<file path="config.mk">
export PLATFORM = sky130hd
export DESIGN_NAME = mem_port_arbiter
export DESIGN_NICKNAME = d
export VERILOG_FILES = /design/src/rtl/mem_port_arbiter_pkg.sv /design/src/rtl/arb_timeout_ctr.sv /design/src/rtl/mem_port_arbiter.sv
export SDC_FILE = /design/constraint.sdc
export NUM_CORES = 1
export LEC_CHECK = 0
export CAP_MARGIN = 20
export CORE_MARGIN = 2
export CORE_UTILIZATION = 30
export DETAILED_ROUTE_END_ITERATION = 8
export GPL_TIMING_DRIVEN = 0
export SETUP_SLACK_MARGIN = 0.02
export SLEW_MARGIN = 10
export SYNTH_ARGS = -nofsm -noshare
export SYNTH_HDL_FRONTEND = slang
export SYNTH_SLANG_ARGS = --single-unit
export TNS_END_PERCENT = 100
</file>
<file path="constraint.sdc">
create_clock -name clk_i -period 2.6 [get_ports clk_i]
set_input_delay 0.52 -clock clk_i [delete_from_list [all_inputs] [get_ports clk_i]]
set_output_delay 0.52 -clock clk_i [all_outputs]
set_load 0.02 [all_outputs]
</file>
<file path="src/rtl/mem_port_arbiter_pkg.sv">
// Shared types and constants for the two-master memory port arbiter.
package mem_port_arbiter_pkg;

    typedef enum logic [1:0] {
        ST_IDLE    = 2'd0,
        ST_IF_BUSY = 2'd1,
        ST_DM_BUSY = 2'd2,
        ST_DONE    = 2'd3
    } arb_state_t;

    // Read data returned to a master whose transaction was aborted by timeout.
    localparam int ARB_ERR_RDATA    = 0;
    localparam int DEF_STARVE_LIMIT = 4;
    localparam int DEF_TIMEOUT      = 255;

endpackage

</file>
<file path="src/rtl/arb_timeout_ctr.sv">
// Loadable, clearable up-counter that flags when the last permitted wait cycle is reached.
module arb_timeout_ctr #(
    parameter int WIDTH = 8,
    parameter int LAST  = 254
) (
    input  logic             clk_i,
    input  logic             rst_i,
    input  logic             clr_i,
    input  logic             load_i,
    input  logic [WIDTH-1:0] load_val_i,
    input  logic             inc_i,
    output logic             expired_o
);

    logic [WIDTH-1:0] count;

    always_ff @(posedge clk_i or negedge rst_i) begin
        if (!rst_i) begin
            count <= '0;
        end else if (clr_i) begin
            count <= '0;
        end else if (load_i) begin
            count <= load_val_i;
        end else if (inc_i) begin
            count <= count + 1'b1;
        end
    end

    assign expired_o = (count == WIDTH'(LAST));

endmodule

</file>
<file path="src/rtl/mem_port_arbiter.sv">
// Shares one request/ack slave port between instruction fetch and load/store,
// with data priority bounded by a starvation limit and a slave timeout.
//
// state      | meaning
// -----------+--------------------------------------------------------------
// ST_IDLE    | port free; arbitrate between fetch and data requests
// ST_IF_BUSY | fetch transaction presented to slave, waiting for ack/timeout
// ST_DM_BUSY | data transaction presented to slave, waiting for ack/timeout
// ST_DONE    | one-cycle completion: owner ack pulse, bus_err on abort
module mem_port_arbiter
    import mem_port_arbiter_pkg::*;
#(
    parameter int ADDR_WIDTH   = 32,
    parameter int DATA_WIDTH   = 32,
    parameter int STARVE_LIMIT = DEF_STARVE_LIMIT,
    parameter int TIMEOUT      = DEF_TIMEOUT
) (
    input  logic                  clk_i,
    input  logic                  rst_i,

    input  logic                  if_ce_i,
    input  logic [ADDR_WIDTH-1:0] if_addr_i,
    output logic [DATA_WIDTH-1:0] if_rdata_o,
    output logic                  if_ack_o,
    output logic                  if_stallreq_o,

    input  logic                  dm_ce_i,
    input  logic                  dm_we_i,
    input  logic [ADDR_WIDTH-1:0] dm_addr_i,
    input  logic [DATA_WIDTH-1:0] dm_wdata_i,
    output logic [DATA_WIDTH-1:0] dm_rdata_o,
    output logic                  dm_ack_o,
    output logic                  dm_stallreq_o,

    output logic                  s_req_o,
    output logic                  s_we_o,
    output logic [ADDR_WIDTH-1:0] s_addr_o,
    output logic [DATA_WIDTH-1:0] s_wdata_o,
    input  logic [DATA_WIDTH-1:0] s_rdata_i,
    input  logic                  s_ack_i,

    output logic                  bus_err_o
);

    localparam int TW = $clog2(TIMEOUT + 1);
    localparam int SW = $clog2(STARVE_LIMIT + 1);
    localparam logic [SW-1:0] STARVE_MAX = SW'(STARVE_LIMIT);
    localparam logic [DATA_WIDTH-1:0] ERR_RDATA = DATA_WIDTH'(ARB_ERR_RDATA);

    arb_state_t state, state_nxt;
    logic grant_dm, grant_if, complete, abort;
    logic busy, tmo_expired;
    logic owner_dm, err_q;
    logic [SW-1:0] starve_cnt;

    assign busy = (state == ST_IF_BUSY) || (state == ST_DM_BUSY);

    arb_timeout_ctr #(
        .WIDTH (TW),
        .LAST  (TIMEOUT - 1)
    ) u_tmo (
        .clk_i      (clk_i),
        .rst_i      (rst_i),
        .clr_i      (~busy),
        .load_i     (1'b0),
        .load_val_i ({TW{1'b0}}),
        .inc_i      (busy),
        .expired_o  (tmo_expired)
    );

    always_ff @(posedge clk_i or negedge rst_i) begin
        if (!rst_i) begin
            state <= ST_IDLE;
        end else begin
            state <= state_nxt;
        end
    end

    always_comb begin
        state_nxt = state;
        grant_dm  = 1'b0;
        grant_if  = 1'b0;
        complete  = 1'b0;
        abort     = 1'b0;
        case (state)
            ST_IDLE: begin
                if (dm_ce_i && (starve_cnt != STARVE_MAX)) begin
                    grant_dm  = 1'b1;
                    state_nxt = ST_DM_BUSY;
                end else if (if_ce_i) begin
                    grant_if  = 1'b1;
                    state_nxt = ST_IF_BUSY;
                end
            end
            ST_IF_BUSY, ST_DM_BUSY: begin
                // Ack takes precedence over a timeout landing in the same cycle.
                if (s_ack_i) begin
                    complete  = 1'b1;
                    state_nxt = ST_DONE;
                end else if (tmo_expired) begin
                    abort     = 1'b1;
                    state_nxt = ST_DONE;
                end
            end
            ST_DONE: state_nxt = ST_IDLE;
            default: state_nxt = ST_IDLE;
        endcase
    end

    always_ff @(posedge clk_i or negedge rst_i) begin
        if (!rst_i) begin
            starve_cnt <= '0;
            owner_dm   <= 1'b0;
            err_q      <= 1'b0;
            s_we_o     <= 1'b0;
            s_addr_o   <= '0;
            s_wdata_o  <= '0;
            if_rdata_o <= '0;
            dm_rdata_o <= '0;
        end else begin
            // grant_dm already implies starve_cnt is below the limit.
            if (state == ST_IDLE) begin
                if (!if_ce_i) begin
                    starve_cnt <= '0;
                end else if (grant_dm) begin
                    starve_cnt <= starve_cnt + 1'b1;
                end else if (grant_if) begin
                    starve_cnt <= '0;
                end
            end
            if (grant_dm) begin
                owner_dm  <= 1'b1;
                err_q     <= 1'b0;
                s_we_o    <= dm_we_i;
                s_addr_o  <= dm_addr_i;
                s_wdata_o <= dm_wdata_i;
            end else if (grant_if) begin
                owner_dm  <= 1'b0;
                err_q     <= 1'b0;
                s_we_o    <= 1'b0;
                s_addr_o  <= if_addr_i;
            end
            if (complete) begin
                if (owner_dm) begin
                    dm_rdata_o <= s_rdata_i;
                end else begin
                    if_rdata_o <= s_rdata_i;
                end
            end else if (abort) begin
                err_q <= 1'b1;
                if (owner_dm) begin
                    dm_rdata_o <= ERR_RDATA;
                end else begin
                    if_rdata_o <= ERR_RDATA;
                end
            end
        end
    end

    assign s_req_o       = busy;
    assign if_ack_o      = (state == ST_DONE) && !owner_dm;
    assign dm_ack_o      = (state == ST_DONE) && owner_dm;
    assign bus_err_o     = (state == ST_DONE) && err_q;
    assign if_stallreq_o = if_ce_i & ~if_ack_o;
    assign dm_stallreq_o = dm_ce_i & ~dm_ack_o;

endmodule

</file>
==> metrics.txt <==
status=finished, final reports clean; largest net degree at the start of global routing=86; RSZ-0062 raised after global routing=false; worst ir drop on vdd=0.4552 mV; Post-CTS Hold Buffers=0; ant diodes=0; CTS root buf=clkbuf_16; slowest stage delay, CP=0.64 ns; die area=24,020 sq um; ratio of cells with drive above 1 in the final layout=10.40%; number of global-route vias before repair=5,633; pwr dens=1247 nW/um^2; post-synthesis cell area=6839 sq um; Worst setup EP type=primary output; gr ovfl total=0; Starting Density=30.39%; initial antenna violation count=0; DP HPWL=15.27 mm; CP Max Fanout=4; Slew @ Worst Pin=0.5518 ns; CTS max path bufs=2; final-report hold violation count=0; commonest non-fill, non-tap cell in the layout=clkdlybuf4s50_1; Worst EP arrival=1.87 ns; crit path kind=register to primary output; final WL=20.98 mm; # rows=55; Post-synth EDFFs=0; total clock sinks=144; Layout Nets=1,012; core area=22,500 sq um; final period utilization=91.90%; relative slew slack=63.22%; register bit total from synthesis=144; most frequent cells in the layout=clkdlybuf4s50_1, dfrtp_1, nand2b_1; All-Layer GR Usage=17.43%; Max Cap Violations=0; DR iter-0 viols=332; synth unique cells=40; crit path max-delay cell type=clkdlybuf4s50_1; final setup fails=0; DRC violations left=0; clock-pin slew on the worst setup and hold paths=0.07 ns; post-route cell area=10,460 sq um; Final Slew Violations=0; CTS tree=done; Period minus WS final=2.389 ns; fmax=418.5 MHz; Hold Slack=0.02070 ns; static leakage=0.004408 uW; crit path cell chain=ha_1, and2_1, clkdlybuf4s50_1; vias per cell=4.791; first-pass GRT wire length=32.69 mm; post-synthesis sequential area ratio=52.69%; drt pass-1 iters=4; port buffer count=267; Area after DPL=9901 sq um; Placer Congestion=0.7817; Synth Warn #=0; syn nets=725; Synth Flop Type=dfrtp_1; Post-synth ARST share=100.0%; die height=155.0 microns; number of H-tree levels=4; vias post-DR=5,605; Num CTS Buffers=17; Clock Latency Late Sink=0.42 ns; I/O Pins=269; Mapped Cells=585; Hold WC Path Type=input pin to asynchronous set/reset pin; area delta synth->final=52.93%; final antenna-violating net count=0; chip width=155.0 microns; Final Skew=0.01517 ns; Critical Path RT=2.08 ns; Worst setup SP type=register; Syn Area/Cell=11.69 sq um; Power Total=13,040 uW; drt wl/cell=17.93 microns
-- through the flow --
| step | utilization [%] | worst slack (ns) | std cells | setup TNS (ns) |
|---|---|---|---|---|
| 2_1_floorplan | - | 0.8813 | 585 | 0 |
| 3_3_place_gp | 43.85 | -5.298 | 1137 | -760.53 |
| 3_5_place_dp | 44.00 | 0.1858 | 1138 | 0 |
| 4_1_cts | 46.46 | 0.08397 | 1170 | 0 |
| 5_1_grt | 46.48 | 0.08908 | 1170 | 0 |
| 6_report | 46.48 | 0.2106 | 1170 | 0 |
-- final timing paths --
kind / slack (ns) / endpoint / cells past startpoint / start
min reg2reg: 0.49 / s_addr_o[14] / 1 / s_addr_o[14]
max in group asynchronous: 1.77 / s_wdata_o[11] / 2 / rst_i
max: 0.21 / dm_ack_o / 3 / state[0]
max reg2reg: 0.75 / if_rdata_o[16] / 6 / state[0]
min: 0.02 / if_rdata_o[15] / 1 / rst_i
min in group clk_i: 0.49 / s_addr_o[14] / 1 / s_addr_o[14]
-- metal layers --
layer  global-route usage, %  vias up  wire (microns)
met3                   7.214       17            2147
met1                   23.11     2671            9433
met2                   26.39      228            9160
met4                   4.586        0             235
li1                        -     2689               -
met5                       0        -               0
-- critical path, delay by kind of cell (launching register included) --
family / cells / cell delay, ns
buffers and inverters: 1 / 0.64
flip-flops: 1 / 0.39
AND/OR/NAND/NOR: 1 / 0.24
adder cells (fa/ha/maj): 1 / 0.19
-- cells in the mapped netlist (2+ instances only) --
master | count | share of area [%]
a21oi_1 | 3 | 0.22
a22o_1 | 2 | 0.26
a22oi_1 | 64 | 7.0
a32o_1 | 2 | 0.29
and2_1 | 34 | 3.1
buf_1 | 2 | 0.11
buf_2 | 11 | 0.80
buf_4 | 6 | 0.66
buf_6 | 6 | 0.99
clkbuf_1 | 22 | 1.2
dfrtp_1 | 144 | 53
ha_1 | 6 | 1.1
inv_1 | 7 | 0.38
mux2_2 | 2 | 0.33
mux2_4 | 30 | 6.6
mux2i_1 | 35 | 5.1
nand2_1 | 4 | 0.22
nand2b_1 | 65 | 5.9
nand3_1 | 5 | 0.37
nand4_1 | 2 | 0.18
nor2_1 | 6 | 0.33
nor2b_1 | 4 | 0.37
nor3_1 | 4 | 0.29
o21ai_0 | 40 | 2.9
o21ai_1 | 30 | 2.2
o2bb2ai_1 | 32 | 4.1
or3_1 | 3 | 0.27
xor2_1 | 2 | 0.26
-- cells by family (layout without fill, tap and decap cells) --
group	count (synthesis)	in the layout	share of synthesized area, %
AO/OA/AOI/OAI	178	178	17.84
flip-flops	144	144	52.69
AND/OR/NAND/NOR	132	132	11.75
multiplexers	67	67	12.04
buffers and inverters	55	355	4.208
adder cells (fa/ha/maj)	6	6	1.098
XOR/XNOR	3	3	0.3843
-- power breakdown --
| group | switching (uW) | total [uW] | internal, uW |
|---|---|---|---|
| registers | 707 | 3970 | 3260 |
| logic | 3360 | 6750 | 3390 |
| clock network | 1030 | 2320 | 1290 |
-- state kept, by name, indices dropped and copies added (netlist names) --
name / count
dm_rdata_o: 32
err_q: 1
if_rdata_o: 32
owner_dm: 1
s_addr_o: 32
s_wdata_o: 32
s_we_o: 1
starve_cnt: 3
state: 2
u_tmo.count: 8
-- cell type report --
cell class                      count  area (sq um)
Multi-Input combinational cell    386          2948
Buffer                             47         257.7
Inverter                            8         30.03
Clock buffer                       20         456.7
Sequential cell                   144          3603
Timing Repair Buffer              268          2709
Tap cell                          285         356.6
Clock inverter                     12         97.59
Fill cell                        2058         12040
-- what timing repair did --
item | in CTS | in global routing
endpoints found under the setup margin | 1 | 2
gates cloned | 0 | 0
resized for setup | 1 | 2
buffers inserted | 0 | 0
(Power assumes the default switching activity.)
